$ cat src/rtl/fifo_pkg.sv
// fifo_pkg: shared read-latency constants and buffer sizing helpers for the FIFO adapters
package fifo_pkg;
  localparam int RD_LAT_COMB = 0;
  localparam int RD_LAT_REG  = 1;
  function automatic int occ_width(input int cap);
    return $clog2(cap + 1);
  endfunction
  function automatic int ptr_width(input int cap);
    return (cap > 1) ? $clog2(cap) : 1;
  endfunction
endpackage

$ cat src/rtl/stream_prefetch_buf.sv
// stream_prefetch_buf: small circular buffer with a register-driven head and synchronous flush
module stream_prefetch_buf
  import fifo_pkg::*;
#(
  parameter  int DWIDTH = 8,
  parameter  int CAP    = 2,
  localparam int OW     = occ_width(CAP),
  localparam int PW     = ptr_width(CAP)
) (
  input  logic              clk,
  input  logic              rst,
  input  logic              i_flush,
  input  logic              i_push,
  input  logic [DWIDTH-1:0] i_data,
  input  logic              i_pop,
  output logic [OW-1:0]     o_occ,
  output logic [DWIDTH-1:0] o_head
);
  logic [DWIDTH-1:0] r_mem [CAP];
  logic [PW-1:0] r_wptr, r_rptr;
  logic [OW-1:0] r_occ;
  logic w_push, w_pop;
  function automatic logic [PW-1:0] nxt(input logic [PW-1:0] p);
    return (p == PW'(CAP - 1)) ? '0 : p + 1'b1;
  endfunction
  assign w_push = i_push && !i_flush;
  assign w_pop  = i_pop && !i_flush && (r_occ != '0);
  always_ff @(posedge clk) begin
    if (rst || i_flush) begin
      r_wptr <= '0;
      r_rptr <= '0;
      r_occ  <= '0;
    end else begin
      if (w_push) r_wptr <= nxt(r_wptr);
      if (w_pop) r_rptr <= nxt(r_rptr);
      r_occ <= r_occ + OW'(w_push) - OW'(w_pop);
    end
  end
  // storage is cleared on reset so the head reads zero out of reset
  always_ff @(posedge clk) begin
    if (rst) begin
      for (int i = 0; i < CAP; i++) r_mem[i] <= '0;
    end else if (w_push) begin
      r_mem[r_wptr] <= i_data;
    end
  end
  assign o_occ  = r_occ;
  assign o_head = r_mem[r_rptr];
endmodule

$ cat src/rtl/fifo_stream_reader.sv
// fifo_stream_reader: drains a FIFO read port into a valid/ready stream through a prefetch buffer
module fifo_stream_reader
  import fifo_pkg::*;
#(
  parameter int DWIDTH = 8,
  parameter int RD_LAT = 0,
  parameter int CWIDTH = 16
) (
  input  logic              clk,
  input  logic              rst,
  input  logic              flush,
  input  logic              empty,
  output logic              rden,
  input  logic [DWIDTH-1:0] dout,
  output logic              m_valid,
  input  logic              m_ready,
  output logic [DWIDTH-1:0] m_data,
  output logic [1:0]        level,
  output logic [CWIDTH-1:0] pop_cnt
);
  localparam int CAP = RD_LAT + 2;
  localparam int OW  = occ_width(CAP);
  logic [OW-1:0] w_occ;
  logic [7:0] w_occ_x;
  logic w_infl, w_push, w_pop;
  logic [CWIDTH-1:0] r_pop_cnt;
  // reads in flight reserve a slot, so issue never depends on m_ready
  assign rden    = !rst && !empty && !flush && (int'(w_occ) + int'(w_infl) < CAP);
  assign m_valid = w_occ != '0;
  assign w_pop   = m_valid && m_ready && !flush;
  assign w_occ_x = 8'(w_occ);
  assign level   = (w_occ_x > 8'd3) ? 2'd3 : w_occ_x[1:0];
  assign pop_cnt = r_pop_cnt;
  generate
    if (RD_LAT == RD_LAT_COMB) begin : g_comb
      assign w_infl = 1'b0;
      assign w_push = rden;
    end else begin : g_reg
      logic r_issue_d;
      always_ff @(posedge clk) begin
        if (rst) r_issue_d <= 1'b0;
        else r_issue_d <= rden;
      end
      assign w_infl = r_issue_d;
      assign w_push = r_issue_d && !flush;
    end
  endgenerate
  always_ff @(posedge clk) begin
    if (rst) r_pop_cnt <= '0;
    else if (w_pop) r_pop_cnt <= r_pop_cnt + 1'b1;
  end
  stream_prefetch_buf #(
    .DWIDTH(DWIDTH),
    .CAP   (CAP)
  ) u_buf (
    .clk    (clk),
    .rst    (rst),
    .i_flush(flush),
    .i_push (w_push),
    .i_data (dout),
    .i_pop  (w_pop),
    .o_occ  (w_occ),
    .o_head (m_data)
  );
endmodule

$ cat config.mk
export PLATFORM = sky130hd
export DESIGN_NAME = fifo_stream_reader
export DESIGN_NICKNAME = d
export VERILOG_FILES = /design/src/rtl/fifo_pkg.sv /design/src/rtl/stream_prefetch_buf.sv /design/src/rtl/fifo_stream_reader.sv
export SDC_FILE = /design/constraint.sdc
export NUM_CORES = 1
export LEC_CHECK = 0
export ABC_AREA = 1
export BUFFER_PORTS_ARGS = -buffer_cell sky130_fd_sc_hd__buf_2
export CORE_MARGIN = 1
export CORE_UTILIZATION = 53
export CTS_CLUSTER_SIZE = 14
export DETAILED_ROUTE_END_ITERATION = 12
export GPL_ROUTABILITY_DRIVEN = 0
export GPL_TIMING_DRIVEN = 0
export PLACE_DENSITY = 0.9
export SYNTH_ARGS = -nofsm -noshare
export SYNTH_HDL_FRONTEND = slang
export SYNTH_SLANG_ARGS = --single-unit
$ cat constraint.sdc
create_clock -name clk -period 1.69 [get_ports clk]
set_input_delay 0.338 -clock clk [delete_from_list [all_inputs] [get_ports clk]]
set_output_delay 0.338 -clock clk [all_outputs]
set_load 0.005 [all_outputs]
# After elaboration in Yosys (flattened, before gate mapping)
# Memories as Yosys holds them, arrays and structs flattened. A register that Yosys moved wholly into a read port is not among the register bits.
# Index checks and enable logic that the tools add are counted.
[word_totals] ff_bits=20 ram_bits=16 input_bits=13 output_inout_bits=28 elab_cells=39 n_memories=1
[mem_list] name="u_buf.r_mem" depth=2 width=8 rd=1 rd_clocked_by_memory_dff=1 write_ports=2 line="stream_prefetch_buf.sv:19" text="logic [DWIDTH-1:0] r_mem [CAP];"
[op_classes] n_addsub=5 n_lt_le_gt_ge=2 n_mux=13 reduce_logical=14
[ops] operator="16-bit by 1-bit adder with 16-bit output (second input constant)" count=1
[ops] operator="1-bit two-way mux" count=11
[ops] operator="1-bit logical AND" count=8
[ops] operator="8-bit two-way mux" count=1
[ops] operator="8-bit OR reduction" count=1
[ops] operator="1-bit logical NOT" count=3
[ops] operator="1-bit adder (second input constant)" count=2
[ops] operator="2-bit by 1-bit adder with 2-bit output" count=1
[ops] operator="2-bit greater-than comparator (second input constant)" count=1
[ops] operator="2-bit less-than comparator (second input constant)" count=1
[ops] operator="2-bit two-way mux" count=1
[ops] operator="2-bit nonzero test" count=1
[ops] operator="2-bit by 1-bit subtractor with 2-bit output" count=1
[ops] operator="1-bit logical OR" count=1

# Logic depth before layout (Yosys ltp)
# Gate-level depths: netlist of run 1.
[depth] depth_word=10 mapped_depth=9 ltp_nobuf=9

# Modules after synthesis
# From an unflattened synthesis of run 1, not the netlist that was laid out.
[hier_totals] cells_unflattened=227 area_unflattened_um2=1805.5
[by_module_without_submodules] mod="stream_prefetch_buf" instances=1 cells_each=96 area_per_inst_um2=958.4 seq_area_each_um2=580.6
[by_module_without_submodules] mod="fifo_stream_reader" instances=1 cells_each=131 area_per_inst_um2=847.1 seq_area_each_um2=320.3

# Worst setup path after synthesis of run 1
# Ideal clock, no wire load.
[synth_timing] path_type="input port to flip-flop" start="in rst" end="mem u_buf.r_mem[0][0] (enable)" setup_time_ns=0.329 arrival_time_ns=1.120 required_time_ns=1.361 slack_ns=0.241 cell_stages=5 n_path_buf=0 cell_sequence="inv_2 -> nand2_1 -> nor3_4 -> nand2_2 -> nand2_1"
[synth_lines] item="start, declared" line="fifo_stream_reader.sv:10" text="input logic rst,"
[synth_lines] item="end, declared" line="stream_prefetch_buf.sv:19"

==> results.sh, run 1 <==
export IMPL_fp_dieArea_mm2=0.00373
export IMPL_setup_viol=0
export IMPL_rows=21
export IMPL_antenna_found_initial=0
export IMPL_chipHeight_um=61.1
export IMPL_yosysWarningCount=0
export IMPL_critical_path_top_delay_family="flip-flops"
export IMPL_cts_root_to_sink_buffers=2
export IMPL_peak_supply_drop_mv=0.918
export IMPL_rsz0062_at_grt="no"
export IMPL_slew_headroom=0.760
export IMPL_synth_cell_area_mm2=0.00185
export IMPL_critical_path_max_fanout=8
export IMPL_antenna_left=0
export IMPL_post_detailed_route_wirelength_per_cell_um=11.3
export IMPL_end_kind="output port"
export IMPL_io_pin_count=41
export IMPL_critPathMaxStageDelay_ns=0.46
export IMPL_setup_worst_path_class="reg2out"
export IMPL_nFillCells=293
export IMPL_slew_viol_final=0
export IMPL_root_buffer_cell="clkbuf_4"
export IMPL_power_density_mw_per_mm2=775
export IMPL_tritoncts_num_buffers=5
export IMPL_layout_nets=288
export IMPL_first_global_vias=1429
export IMPL_post_route_cells_drive_above_1_share=0.285
export IMPL_clock_sinks=37
export IMPL_max_frequency_mhz=608
export IMPL_syn_area_per_cell_um2=8.15
export IMPL_hold_path_class="in2reg"
export IMPL_path_clk_slew_ns=0.12
export IMPL_post_route_drc_count=0
export IMPL_period_share=0.974
export IMPL_synth_top_cell_by_area="edfxtp_1"
export IMPL_grt_first_pass_wirelength_mm=5.85
export IMPL_netlist_area_leader_share=0.260
export IMPL_post_synth_num_cell_types=25
export IMPL_postCtsSetupRepairBufs=0
export IMPL_groute_usage_overall=0.218
export IMPL_mostFrequentLayoutCell="nor2_1"
export IMPL_finalHoldViolations=0
export IMPL_slowest_cell_on_the_critical_path="dfxtp_2"
export IMPL_synthTopCellsByArea="edfxtp_1, dfxtp_1, nor2_1, nand2_1, inv_1"
export IMPL_dieWidth_um=61.1
export IMPL_clk_latency_ns=0.35
export IMPL_post_drt_via_cell_ratio=4.95
export IMPL_number_of_port_buffers=40
export IMPL_total_power_mw=1.70
export IMPL_cell_leakage_power_nw=1.09
export IMPL_syn_inst=227
export IMPL_worst_path_buf_inv=1
export IMPL_skew_ns=0.00817
export IMPL_pin_count_of_the_biggest_net_entering_global_routing=13
export IMPL_cp_start_kind="flip-flop"
export IMPL_overflow=0
export IMPL_crit_required_ns=1.35
export IMPL_detail_route_first_pass_iterations=4
export IMPL_layout_min_cycle_time_ns=1.65
export IMPL_seq_area_frac_synth=0.487
export IMPL_syn_num_nets=242
export IMPL_detailroute_via_count=1583
export IMPL_worst_slew_pin_transition_ns=0.358
export IMPL_floorplan_core_area_mm2=0.00334
export IMPL_drt_initial_drc_count=51
export IMPL_status="complete, no violations"
export IMPL_insertedDiodeCount=0
export IMPL_drt_wl_total_mm=3.62
export IMPL_accumulated_negative_setup_slack_ns=0
export IMPL_cts_tree="yes"
export IMPL_cts_htree_levels=2
export IMPL_path_cells="mux2_2, buf_2"
export IMPL_initial_core_util=0.555
export IMPL_dp_hpwl_mm=2.66
export IMPL_area_delta_synth_final_pct=18.2
export IMPL_layout_common_cells="nor2_1, nand2_1, buf_2"
export IMPL_synth_ff_latch_count=37
export IMPL_maxCapViolCount=0
export IMPL_worst_ep_arrival_time_ns=1.31
==> cell type report <==
type / instances / area, um^2 / share of cell area
sequential: 37 / 902 / 0.412
clock buffer: 5 / 37.5 / 0.0172
timing repair buffer: 40 / 200 / 0.0915
clock inverter: 3 / 41.3 / 0.0189
tap: 46 / 57.6 / 0.0263
inverter: 39 / 146 / 0.0669
multi-input combinational: 149 / 797 / 0.364
buffer: 1 / 5.00 / 0.00229
==> worst reg2reg max path, stage by stage (launching register included) <==
cell and delay [ns]:
dfxtp_1 0.40, nor3_4 0.33, nand2_2 0.19, nand2_1 0.33
==> routing by layer <==
| layer | track usage | vias up | part of all wire |
|---|---|---|---|
| met1 | 0.245 | 724 | 0.41 |
| met5 | 0 | - | 0 |
| met4 | 0.117 | 0 | 0.014 |
| met3 | 0.0441 | 8 | 0.055 |
| li1 | - | 802 | - |
| met2 | 0.387 | 49 | 0.52 |
==> cell usage after synthesis <==
| cell | n |
|---|---|
| a21oi_1 | 9 |
| buf_2 | 1 |
| clkbuf_1 | 1 |
| dfxtp_1 | 21 |
| edfxtp_1 | 16 |
| ha_1 | 2 |
| inv_1 | 36 |
| inv_2 | 3 |
| mux2_2 | 8 |
| nand2_1 | 43 |
| nand2_2 | 3 |
| nand2_4 | 2 |
| nand3_1 | 10 |
| nand3_2 | 1 |
| nand3_4 | 1 |
| nand4_1 | 3 |
| nor2_1 | 46 |
| nor2_2 | 6 |
| nor2_8 | 2 |
| nor3_1 | 1 |
| nor3_4 | 1 |
| o21ai_0 | 8 |
| o21ai_1 | 1 |
| o21bai_1 | 1 |
| o21bai_2 | 1 |
==> stage by stage <==
| stage | std cells | util | setup WS (ns) | hold WS [ns] | instance area, um^2 |
|---|---|---|---|---|---|
| after floorplan | 227 | - | 0.241 | 0.410 | 1850 |
| after global placement | 313 | 0.632 | -0.142 | 0.436 | 2110 |
| after detailed placement | 313 | 0.632 | -0.196 | 0.451 | 2110 |
| after CTS | 320 | 0.655 | 0.0369 | 0.184 | 2180 |
| after global routing | 320 | 0.655 | 0.00258 | 0.189 | 2190 |
| final | 320 | 0.655 | 0.0448 | 0.187 | 2190 |
==> final timing paths <==
kind / from / endpoint / slack [ns] / depth (start not counted)
setup / recovery: flip-flop / m_data[0] / 0.04 / 2
hold / removal: rst / pop_cnt[12]$_SDFFE_PP0P_ / 0.19 / 2
setup reg to reg: u_buf.o_occ[1]$_SDFF_PP0_ / u_buf.r_mem[0][6]$_SDFFCE_PN0P_ / 0.11 / 3
hold reg to reg: u_buf.r_rptr$_SDFFE_PP0P_ / u_buf.r_rptr$_SDFFE_PP0P_ / 0.46 / 1
==> sequential cells by signal, indices dropped and copies added (netlist names), named ones only <==
name and flops:
pop_cnt 16, u_buf.o_occ 2, u_buf.r_mem 16, u_buf.r_rptr 1
u_buf.r_wptr 1
==> kinds of logic (layout without fill, tap and decap cells) <==
kind of cell    after synthesis  in the layout  synth area share
simple gates                119            119             0.308
buf+inv                      41             88            0.0838
flops                        37             37             0.487
compound gates               20             20            0.0588
mux                           8              8            0.0487
fa+ha+maj                     2              2            0.0135
==> timing repair <==
item	in CTS	in global routing
setup endpoints to repair	8	8
hold buffers	0	0
resized for setup	1	1
==> report_power, final <==
group,total [mW],internal [mW],switching (mW)
logic,0.117,0.0484,0.0685
registers,0.964,0.954,0.00969
clock network,0.614,0.306,0.308
total,1.70,1.31,0.386
Note: power is estimated with default switching activity, not from simulation.
==> run 2: changes to the inputs <==
PLACE_DENSITY = 0.78   (was 0.9)
RECOVER_POWER = 100   (was not set)
==> run 2 against run 1 <==
  * Count of clock-buffer cells in the layout is the same
  * Power fell by 0.25%
  * Non-clock buffer count unchanged
  * Flip-flop and latch count unchanged
  * Setup slack improved by 0.031 ns
  * Critical path depth did not move
  * Clock power about the same
  * Register-to-register slack improved by 0.06 ns
  * First-iteration DRC count rose by 31%
  * Clock skew shrank 0.0025 ns
  * Largest power group unchanged
==> results.sh, run 2 (synthesized netlist as in run 1, its figures left out) <==
export IMPL_total_power_mw=1.69
export IMPL_clk_latency_ns=0.34
export IMPL_number_of_port_buffers=40
export IMPL_layout_cell_area_non_filler_mm2=0.00213
export IMPL_dp_hpwl_mm=2.52
export IMPL_accumulated_negative_setup_slack_ns=0
export IMPL_first_global_vias=1295
export IMPL_power_density_mw_per_mm2=795
export IMPL_status="complete, no violations"
export IMPL_root_buffer_cell="clkbuf_4"
export IMPL_groute_usage_overall=0.202
export IMPL_post_route_cells_drive_above_1_share=0.201
export IMPL_layout_common_cells="nor2_1, nand2_1, inv_1"
export IMPL_dieWidth_um=61.1
export IMPL_io_pin_count=41
export IMPL_period_share=0.955
export IMPL_fp_dieArea_mm2=0.00373
export IMPL_end_kind="output port"
export IMPL_layout_nets=288
export IMPL_overflow=0
export IMPL_rows=21
export IMPL_path_clk_slew_ns=0.12
export IMPL_hp_start="rst"
export IMPL_timing_reg2reg_setup_slack_ns=0.17
export IMPL_cts_root_to_sink_buffers=2
export IMPL_setup_viol=0
export IMPL_initial_core_util=0.555
export IMPL_antenna_found_initial=0
export IMPL_timing_rr_start="u_buf.o_occ[1]$_SDFF_PP0_"
export IMPL_mostFrequentLayoutCell="nor2_1"
export IMPL_floorplan_core_area_mm2=0.00334
export IMPL_skew_ns=0.00572
export IMPL_tritoncts_num_buffers=5
export IMPL_cell_leakage_power_nw=1.01
export IMPL_layout_min_cycle_time_ns=1.61
export IMPL_post_route_drc_count=0
export IMPL_detail_route_first_pass_iterations=4
export IMPL_peak_supply_drop_mv=0.521
export IMPL_antenna_left=0
export IMPL_drt_wl_total_mm=3.33
export IMPL_post_detailed_route_wirelength_per_cell_um=10.4
export IMPL_pin_count_of_the_biggest_net_entering_global_routing=14
export IMPL_post_drt_via_cell_ratio=4.74
export IMPL_grt_first_pass_wirelength_mm=5.40
export IMPL_cp_start_kind="flip-flop"
export IMPL_slew_headroom=0.749
export IMPL_cts_tree="yes"
export IMPL_worst_ep_arrival_time_ns=1.28
export IMPL_chipHeight_um=61.1
export IMPL_drt_initial_drc_count=67
export IMPL_clock_sinks=37
export IMPL_worst_slew_pin_transition_ns=0.375
export IMPL_insertedDiodeCount=0
export IMPL_max_frequency_mhz=619
export IMPL_critical_path_max_fanout=8
export IMPL_number_of_hold_buffers_added_after_cts=0
export IMPL_crit_required_ns=1.35
export IMPL_finalHoldViolations=0
export IMPL_rsz0062_at_grt="no"
export IMPL_setup_worst_path_class="reg2out"
export IMPL_slew_viol_final=0
export IMPL_cts_htree_levels=2
export IMPL_maxCapViolCount=0
export IMPL_area_delta_synth_final_pct=14.9
export IMPL_hold_path_class="in2reg"
export IMPL_post_dp_cell_area_mm2=0.00211
export IMPL_final_util=0.637
export IMPL_detailroute_via_count=1518
-- run 2: cell types whose count changed in the layout (fill, tap and decap cells not counted), sizes merged --
cell,delta
buf,-12
clkbuf,+12
-- run 2: critical path: stages, from the launching register on --
cell     delay, ns
dfxtp_2       0.45
mux2_2        0.37
buf_2         0.13
-- run 2: cell type report --
type | count | area, um^2
tap | 46 | 57.6
fill | 335 | 1210
inverter | 39 | 146
clock buffer | 5 | 37.5
buffer | 1 | 5.00
clock inverter | 3 | 46.3
sequential | 37 | 902
timing repair buffer | 40 | 185
multi-input combinational | 149 | 747
-- run 2: report_power, final --
part,switching [mW],internal [mW]
clock,0.304,0.313
combinational,0.0666,0.0447
sequential,0.00848,0.954
-- run 2: final timing paths --
kind	end	depth (start not counted)
max reg2reg	u_buf.o_occ[1]$_SDFF_PP0_	7
min reg2reg	flip-flop	1
max	m_data[7]	2
min	pop_cnt[14]$_SDFFE_PP0P_	2
-- run 2: routing by layer --
| metal | global-route usage | share of wire | routed length (um) | up-vias |
|---|---|---|---|---|
| met4 | 0.0617 | 0.0081 | 27 | 0 |
| met2 | 0.343 | 0.49 | 1630 | 38 |
| met5 | 0 | 0 | 0 | - |
| met1 | 0.242 | 0.45 | 1510 | 676 |
| met3 | 0.0693 | 0.050 | 167 | 2 |
| li1 | - | - | - | 802 |
-- run 2: what timing repair did --
item,4_1_cts,5_1_grt
buffers inserted,0,0
pin swaps,0,0
setup endpoints to repair,8,8
gates resized for setup,1,1
endpoints found under the hold margin,0,0
-- run 2: stage by stage --
stage / cells / worst slack [ns] / hold WS (ns)
floorplan: 227 / 0.241 / 0.410
global placement: 313 / -0.144 / 0.436
detailed placement: 313 / -0.152 / 0.441
CTS: 320 / 0.0566 / 0.183
global route: 320 / 0.00694 / 0.183
finish: 320 / 0.0753 / 0.198
